<file path="src/rtl/lvds_tx.sv">
// Serial LVDS frame transmitter: buffers WORDS payload words, then sends
// sync word + payload MSB-first, one bit per lvds_clk, followed by an idle gap.
module lvds_tx #(
   parameter int unsigned WORDS     = 8,
   parameter logic [31:0] SYNC_WORD = 32'h5346444B,
   parameter int unsigned GAP_BITS  = 32
) (
   input  logic        lvds_clk,
   input  logic        rst,
   input  logic        wr_en,
   input  logic [31:0] wr_data,
   output logic        wr_ready,
   output logic        busy,
   output logic        tx_done,
   output logic        lvds_data_out
);

   localparam int unsigned PTR_W  = $clog2(WORDS);
   localparam int unsigned WORD_W = 32;
   localparam int unsigned BIT_W  = 5;
   localparam int unsigned GAP_W  = 8;

   localparam logic [PTR_W-1:0] LAST_PTR = PTR_W'(WORDS - 1);
   localparam logic [BIT_W-1:0] LAST_BIT = BIT_W'(WORD_W - 1);
   // Unreachable when GAP_BITS==0, since DATA then returns straight to IDLE
   localparam logic [GAP_W-1:0] GAP_LAST = GAP_W'(GAP_BITS - 1);

   typedef enum logic [1:0] {
      IDLE = 2'd0,
      SYNC = 2'd1,
      DATA = 2'd2,
      GAP  = 2'd3
   } state_t;

   state_t             state, state_nxt;
   logic [PTR_W-1:0]   wr_ptr, wr_ptr_nxt;
   logic [PTR_W-1:0]   word_idx, word_idx_nxt;
   logic [BIT_W-1:0]   bit_cnt, bit_cnt_nxt, bit_inc;
   logic [GAP_W-1:0]   gap_cnt, gap_cnt_nxt;
   logic               data_nxt;
   logic               done_nxt;
   logic               store;
   logic [WORD_W-1:0]  buffer [WORDS];

   // Frame buffer; contents are don't-care after reset, so no reset term
   always_ff @(posedge lvds_clk) begin
      if (store) begin
         buffer[wr_ptr] <= wr_data;
      end
   end

   // Next-state, counter and serial-bit selection
   always_comb begin
      state_nxt    = state;
      wr_ptr_nxt   = wr_ptr;
      word_idx_nxt = word_idx;
      bit_cnt_nxt  = bit_cnt;
      gap_cnt_nxt  = gap_cnt;
      data_nxt     = 1'b0;
      done_nxt     = 1'b0;
      store        = 1'b0;
      bit_inc      = bit_cnt + BIT_W'(1);

      case (state)
         IDLE: begin
            if (wr_en) begin
               store = 1'b1;
               if (wr_ptr == LAST_PTR) begin
                  state_nxt   = SYNC;
                  wr_ptr_nxt  = '0;
                  bit_cnt_nxt = '0;
                  data_nxt    = SYNC_WORD[WORD_W-1];
               end else begin
                  wr_ptr_nxt = wr_ptr + PTR_W'(1);
               end
            end
         end

         SYNC: begin
            if (bit_cnt == LAST_BIT) begin
               state_nxt    = DATA;
               bit_cnt_nxt  = '0;
               word_idx_nxt = '0;
               data_nxt     = buffer[0][WORD_W-1];
            end else begin
               // ~bit_inc == 31 - (bit_cnt + 1): the next bit, MSB-first
               bit_cnt_nxt = bit_inc;
               data_nxt    = SYNC_WORD[~bit_inc];
            end
         end

         DATA: begin
            if (bit_cnt == LAST_BIT) begin
               bit_cnt_nxt = '0;
               if (word_idx == LAST_PTR) begin
                  done_nxt     = 1'b1;
                  word_idx_nxt = '0;
                  gap_cnt_nxt  = '0;
                  state_nxt    = (GAP_BITS == 0) ? IDLE : GAP;
               end else begin
                  word_idx_nxt = word_idx + PTR_W'(1);
                  data_nxt     = buffer[word_idx_nxt][WORD_W-1];
               end
            end else begin
               bit_cnt_nxt = bit_inc;
               data_nxt    = buffer[word_idx][~bit_inc];
            end
         end

         GAP: begin
            if (gap_cnt == GAP_LAST) begin
               state_nxt   = IDLE;
               gap_cnt_nxt = '0;
            end else begin
               gap_cnt_nxt = gap_cnt + GAP_W'(1);
            end
         end

         default: begin
            state_nxt = IDLE;
         end
      endcase
   end

   // State, counters and all outputs registered; reset drops the line at once
   always_ff @(posedge lvds_clk or posedge rst) begin
      if (rst) begin
         state         <= IDLE;
         wr_ptr        <= '0;
         word_idx      <= '0;
         bit_cnt       <= '0;
         gap_cnt       <= '0;
         lvds_data_out <= 1'b0;
         tx_done       <= 1'b0;
         wr_ready      <= 1'b1;
         busy          <= 1'b0;
      end else begin
         state         <= state_nxt;
         wr_ptr        <= wr_ptr_nxt;
         word_idx      <= word_idx_nxt;
         bit_cnt       <= bit_cnt_nxt;
         gap_cnt       <= gap_cnt_nxt;
         lvds_data_out <= data_nxt;
         tx_done       <= done_nxt;
         wr_ready      <= (state_nxt == IDLE);
         busy          <= (state_nxt != IDLE);
      end
   end

endmodule

</file>
<file path="config.mk">
export PLATFORM = sky130hd
export DESIGN_NAME = lvds_tx
export DESIGN_NICKNAME = d
export VERILOG_FILES = /design/src/rtl/lvds_tx.sv
export SDC_FILE = /design/constraint.sdc
export NUM_CORES = 1
export LEC_CHECK = 0
export BUFFER_PORTS_ARGS = -buffer_cell sky130_fd_sc_hd__buf_2
export CORE_MARGIN = 4
export CORE_UTILIZATION = 25
export DETAILED_ROUTE_END_ITERATION = 16
export PLACE_DENSITY = 0.5
export SLEW_MARGIN = 20
export SYNTH_ARGS = -nofsm -noshare
export SYNTH_HDL_FRONTEND = slang
export SYNTH_SLANG_ARGS = --single-unit
</file>
<file path="constraint.sdc">
create_clock -name lvds_clk -period 4.4 [get_ports lvds_clk]
set_clock_uncertainty 0.2 [all_clocks]
set_input_delay 0.66 -clock lvds_clk [delete_from_list [all_inputs] [get_ports lvds_clk]]
set_output_delay 0.66 -clock lvds_clk [all_outputs]
set_load 0.1 [all_outputs]
</file>
After elaboration in Yosys (flattened, before gate mapping)
Memories as Yosys holds them, arrays and structs flattened.
Cells that the tools add are included.
{"block": "totals", "elab_cells": 74, "n_memories": 2, "out_inout_bits": 4, "ramBits": 256, "regBits": 25, "in_bits": 35, "romBits": 32}
{"block": "op_classes", "mux": 34, "magnitude_cmp": 1, "addsub": 4, "n_bitwise": 1, "reduce_logical": 11, "eq_ne": 12}
{"memory": "buffer", "words": 8, "width": 32, "read_ports": 3, "rd_clocked_by_memory_dff": 0, "wr": 1, "line_no": "43", "rtl": "logic [WORD_W-1:0] buffer [WORDS];"}
{"memory": "(no name shown)", "words": 32, "width": 1, "read_ports": 1, "rd_clocked_by_memory_dff": 0, "wr": 0, "line_no": "88", "rtl": "data_nxt = SYNC_WORD[~bit_inc];"}
{"op": "8-bit two-way mux", "n": 3}
{"op": "8-bit one-hot mux with 2 select lines", "n": 1}
{"op": "5-bit two-way mux", "n": 3}
{"op": "1-bit two-way mux", "n": 12}
{"op": "2-bit two-way mux", "n": 6}
{"op": "3-bit two-way mux", "n": 4}
{"op": "2-bit != test, second input constant", "n": 5}
{"op": "5-bit one-hot mux with 2 select lines", "n": 1}
{"op": "3-bit AND reduction", "n": 3}
{"op": "8-bit by 1-bit adder with 8-bit output, second input constant", "n": 1}
{"op": "8-bit by 5-bit == test with 1-bit output, second input constant", "n": 1}
{"op": "2-bit one-hot mux with 4 select lines", "n": 1}
{"op": "2-bit nonzero test", "n": 4}
{"op": "3-bit by 1-bit adder with 3-bit output, second input constant", "n": 2}
{"op": "3-bit == test, second input constant", "n": 2}
{"op": "5-bit by 6-bit less-than comparator with 1-bit output, second input constant", "n": 1}
{"op": "3-bit one-hot mux with 2 select lines", "n": 1}
{"op": "5-bit by 1-bit adder with 5-bit output, second input constant", "n": 1}
{"op": "1-bit binary-select mux with 5-bit select", "n": 1}
{"op": "5-bit == test, second input constant", "n": 1}
{"op": "5-bit inverter", "n": 1}
{"op": "2-bit == test, second input constant", "n": 2}
{"op": "2-bit logical NOT", "n": 2}
{"op": "2-bit by 1-bit == test with 1-bit output, second input constant", "n": 1}
{"op": "3 further kinds", "n": 3}

Logic depth before layout (Yosys ltp)
{"block": "depth", "depth_word": 6, "depth_mapped": 11, "ltp_nobuf": 9}

Least setup slack after synthesis
No wires, ideal clock.
{"block": "synth_timing", "path_kind": "flip-flop to flip-flop", "start": "register state[0]", "end": "memory buffer[0][0], enable pin", "n_path_buf": 0, "stages_incl_launch_ff": 6, "setup_slack_ns": 0.401, "synth_period_minus_slack_ns": 3.999, "t_arrival_ns": 3.338, "setup_ns": 0.461, "cell_sequence": "dfrtp_1 inv_1 ha_1 nand2_1 or2_2 nor3_1"}
{"block": "synth_via", "elab_chain_len": 4}
{"item": "start: declaration", "line_no": "35", "rtl": "state_t state, state_nxt;"}
{"item": "start signal: assignment", "line_no": "138", "rtl": "state <= state_nxt;"}
{"item": "2-bit logical NOT", "line_no": "64", "rtl": "case (state)"}
{"item": "1-bit two-way mux", "line_no": "64"}
{"item": "1-bit two-way mux", "line_no": "47", "rtl": "if (store) begin"}
{"item": "1-bit two-way mux (not written as such)", "line_no": "48", "rtl": "buffer[wr_ptr] <= wr_data;"}
{"item": "end: declaration", "line_no": "43"}
No other way between the ends.

Worst setup path in the final report
{"block": "layout_timing", "start": "register bit_cnt[0]", "end": "register lvds_data_out"}
{"block": "layout_via", "elab_chain_len": 6, "elab_cells_between_ends": 10}
{"item": "start: declaration", "line_no": "38", "rtl": "logic [BIT_W-1:0] bit_cnt, bit_cnt_nxt, bit_inc;"}
{"item": "start signal: assignment", "line_no": "141", "rtl": "bit_cnt <= bit_cnt_nxt;"}
{"item": "5-bit by 1-bit adder with 5-bit output", "line_no": "62", "rtl": "bit_inc = bit_cnt + BIT_W'(1);"}
{"item": "5-bit inverter", "line_no": "88, 106"}
{"item": "memory read 32 x 1 bit / 1-bit binary-select mux with 5-bit select (equally long branches)"}
{"item": "1-bit two-way mux, on equally long branches", "line_no": "88, 106"}
{"item": "1-bit two-way mux, on equally long branches", "line_no": "80, 93"}
{"item": "1-bit one-hot mux with 2 select lines *", "line_no": "64"}
{"item": "via data_nxt", "line_no": "40", "rtl": "logic data_nxt;"}
{"item": "end signal: assignment", "line_no": "143", "rtl": "lvds_data_out <= data_nxt;"}
{"item": "end: declaration", "line_no": "15", "rtl": "output logic lvds_data_out"}
The timed path passes the listed nets; every way through them passes the cells marked *. The select of a mux whose other input is x is not followed.
A chain may end at the register's enable or synchronous reset.

==> results.py <==
metrics = {
    "status": {
        "status": "complete, no violations",
    },
    "worst_setup_path": {
        "cp_cell_sequence": "clkinv_1, ha_1, or2_2, a21oi_1, a32o_1, o311ai_0, a211oi_1, o211ai_1, nand3_1",
        "crit_family": "compound AO/OA/AOI/OAI gates",
        "criticalPathCategory": "reg2reg",
        "crit_required_ps": 4620,
        "arrival_ps": 4040,
        "worst_path_max_delay_cell": "ha_1",
        "ff2ff_path_depth": 9,
        "crit_buf_inv": 1,
        "slowest_delay_ps": 750,
        "end_kind": "register",
        "cp_max_fo": 17,
        "path_depth": 9,
        "critPathLaunchType": "register",
    },
    "clock_network": {
        "clk_pin_slew_ps": 60,
        "cts-resized-gates": 0,
        "clk_path_buf_depth": 3,
        "post-cts-setup-buffers": 0,
        "clock-sinks": 281,
        "cts_made_buffers": 30,
        "htreeDepth": 1,
        "clock_latency_ps": 590,
        "cts_tree": "built",
        "cts_hold_buf": 0,
        "cts-root-buf": "clkbuf_16",
    },
    "floorplanning": {
        "die_width_um": 222,
        "die_y_um": 222,
        "start_util_pct": 25.3,
        "die_area_um2": 49400,
        "coreArea_um2": 45400,
        "pin_count": 39,
        "std_cell_rows": 78,
    },
    "logic_synthesis": {
        "seq_area_frac_synth_pct": 72.5,
        "synth_area_um2": 11500,
        "synth_nets": 660,
        "ys_async_sr_fraction_pct": 8.90,
        "syn_avg_cell_area_um2": 18.8,
        "synth_edf_count": 256,
        "ys_ff_latch": 281,
        "ys.flop_type": "edfxtp_1",
        "netlist_instances": 611,
        "ys_warn_count": 0,
        "synth_cell_types": 53,
    },
    "global_route": {
        "antenna_found_initial": 1,
        "grt.total_usage_pct": 10.4,
        "grt_pass1_vias": 6078,
        "grt_pass1_wl_um": 39500,
        "overflow": 0,
        "grt_max_degree": 51,
    },
    "route": {
        "final_antenna_net_count": 0,
        "dr_wl_met2_um": 12200,
        "wl_met1_um": 12300,
        "drt_iter0_markers": 389,
        "wl_um": 25800,
        "vias": 5785,
        "vias_per_cell": 4.44,
        "dr.max_layer_used": "met4",
        "drc": 0,
        "drt_pass1_iterations": 4,
        "wl_per_cell_um": 19.8,
        "dr_wl_met3_um": 948,
    },
    "pwr": {
        "cellPowerDensity_nw_per_um2": 405,
        "ir_worst_vdd_mv": 0.258,
        "p_total_mw": 5.49,
        "p_leak_nw": 4.53,
    },
    "sta": {
        "hold_viol": 0,
        "hold_ws_ps": 138,
        "setup_viol": 0,
        "fin_ws_ps": 577,
        "fmax_mhz": 262,
        "finalCritPeriodShare_pct": 86.9,
        "finalCriticalPeriod_ps": 3820,
        "tns_ps": 0,
        "slew_violations": 0,
        "grt_setup_unrepaired": "no",
        "slew_headroom_pct": 26.6,
        "worst_pin_slew_ps": 1090,
    },
    "layout": {
        "syn2layout_area_growth_pct": 18.1,
        "multi_input_area_um2": 3020,
        "layout.cells.non_filler": 1303,
        "drive_above_1_share_pct": 26.1,
        "regArea_um2": 8320,
        "nets": 727,
        "final.fill_count": 4456,
    },
    "place": {
        "place_hpwl_um": 15800,
        "io_buffers": 38,
        "dpl.cell_count": 1245,
        "gp_congestion": 0.771,
        "pre_cts_slack_ps": 623,
    },
    "flow_run": {
        "maxCapViolations": 0,
    },
    "worst_hold_path": {
        "worstHoldPathType": "in2reg",
        "whs_path_depth": 1,
    },
}
-- placed cells by master (no fill, tap or decap), drive strengths merged, types with 11 or more instances in the layout --
master    n
buf      59
nor2     23
edfxtp  256
mux2i    25
inv      12
clkbuf   43
clkinv   11
dfrtp    24
mux4     62
nand2    33
o21ai    21
ha       14
-- cell usage after synthesis, types with 9 or more instances --
cell,number,area (um^2)
a21oi_1,10,50.1
nand2b_1,10,62.6
buf_2,9,45.0
o21ai_0,21,105
nand2_1,33,124
dfrtp_1,24,601
edfxtp_1,256,7690
mux2i_1,25,250
inv_1,12,45.0
ha_1,14,175
nor3_1,9,45.0
mux4_2,55,1240
nor2_1,23,86.3
-- layer usage --
metal	vias up	track usage, %
met5	-	0
met4	0	2.02
met3	29	2.02
met2	93	16.5
met1	3040	15.0
li1	2623	-
-- flip-flops by register name (all words and copies together), names as in the netlist --
name	count
buffer	256
gap_cnt	8
bit_cnt	5
word_idx	3
wr_ptr	3
state	2
busy	1
lvds_data_out	1
tx_done	1
wr_ready	1
-- final timing paths --
kind                                         from                 endpoint  slack [ps]
setup / recovery           bit_cnt[0]$_DFFE_PP0P_  lvds_data_out$_DFF_PP0_         580
hold / removal                         wr_data[2]   buffer[3][2]$_DFFE_PP_         140
setup reg to reg           bit_cnt[0]$_DFFE_PP0P_  lvds_data_out$_DFF_PP0_         580
hold reg to reg            bit_cnt[4]$_DFFE_PP0P_   bit_cnt[4]$_DFFE_PP0P_         310
max in group asynchronous                     rst  word_idx[0]$_DFFE_PP0P_        3040
min in group asynchronous                     rst   bit_cnt[3]$_DFFE_PP0P_         490
-- area by class of cell --
class	instances	area share (%)
tap	600	5.54
timing repair buffer	60	2.83
multi-input combinational	291	22.3
sequential	281	61.4
inverter	14	0.388
clock inverter	13	1.27
clock buffer	43	6.20
antenna	1	0.0185
-- logic make-up (layout without fill, tap and decap cells) --
logic type | after synthesis | after routing | share of synthesized area [%]
buffers and inverters | 39 | 130 | 1.60
DFF | 281 | 281 | 72.5
other | 0 | 1 | 0
AOI/OAI and AO/OA | 74 | 74 | 4.34
adders and majority gates | 14 | 14 | 1.53
muxes | 95 | 95 | 15.4
xor gates and xnor gates | 5 | 5 | 0.382
and+or+nand+nor | 103 | 103 | 4.27
-- per-stage QoR --
step	utilization [%]	instance area, um^2
6_report	29.8	13500
3_5_place_dp	27.6	12500
2_1_floorplan	-	11500
4_1_cts	29.8	13500
5_1_grt	29.8	13500
3_3_place_gp	27.6	12500
-- power breakdown --
| part | internal (mW) | total (mW) | leakage, nW | switching [mW] |
|---|---|---|---|---|
| registers | 2.91 | 2.91 | 2.62 | 0 |
| clock network | 1.51 | 2.53 | 0.488 | 1.02 |
| logic | 0.0118 | 0.0477 | 1.42 | 0.0359 |
Note: power is estimated with default switching activity, not from simulation.
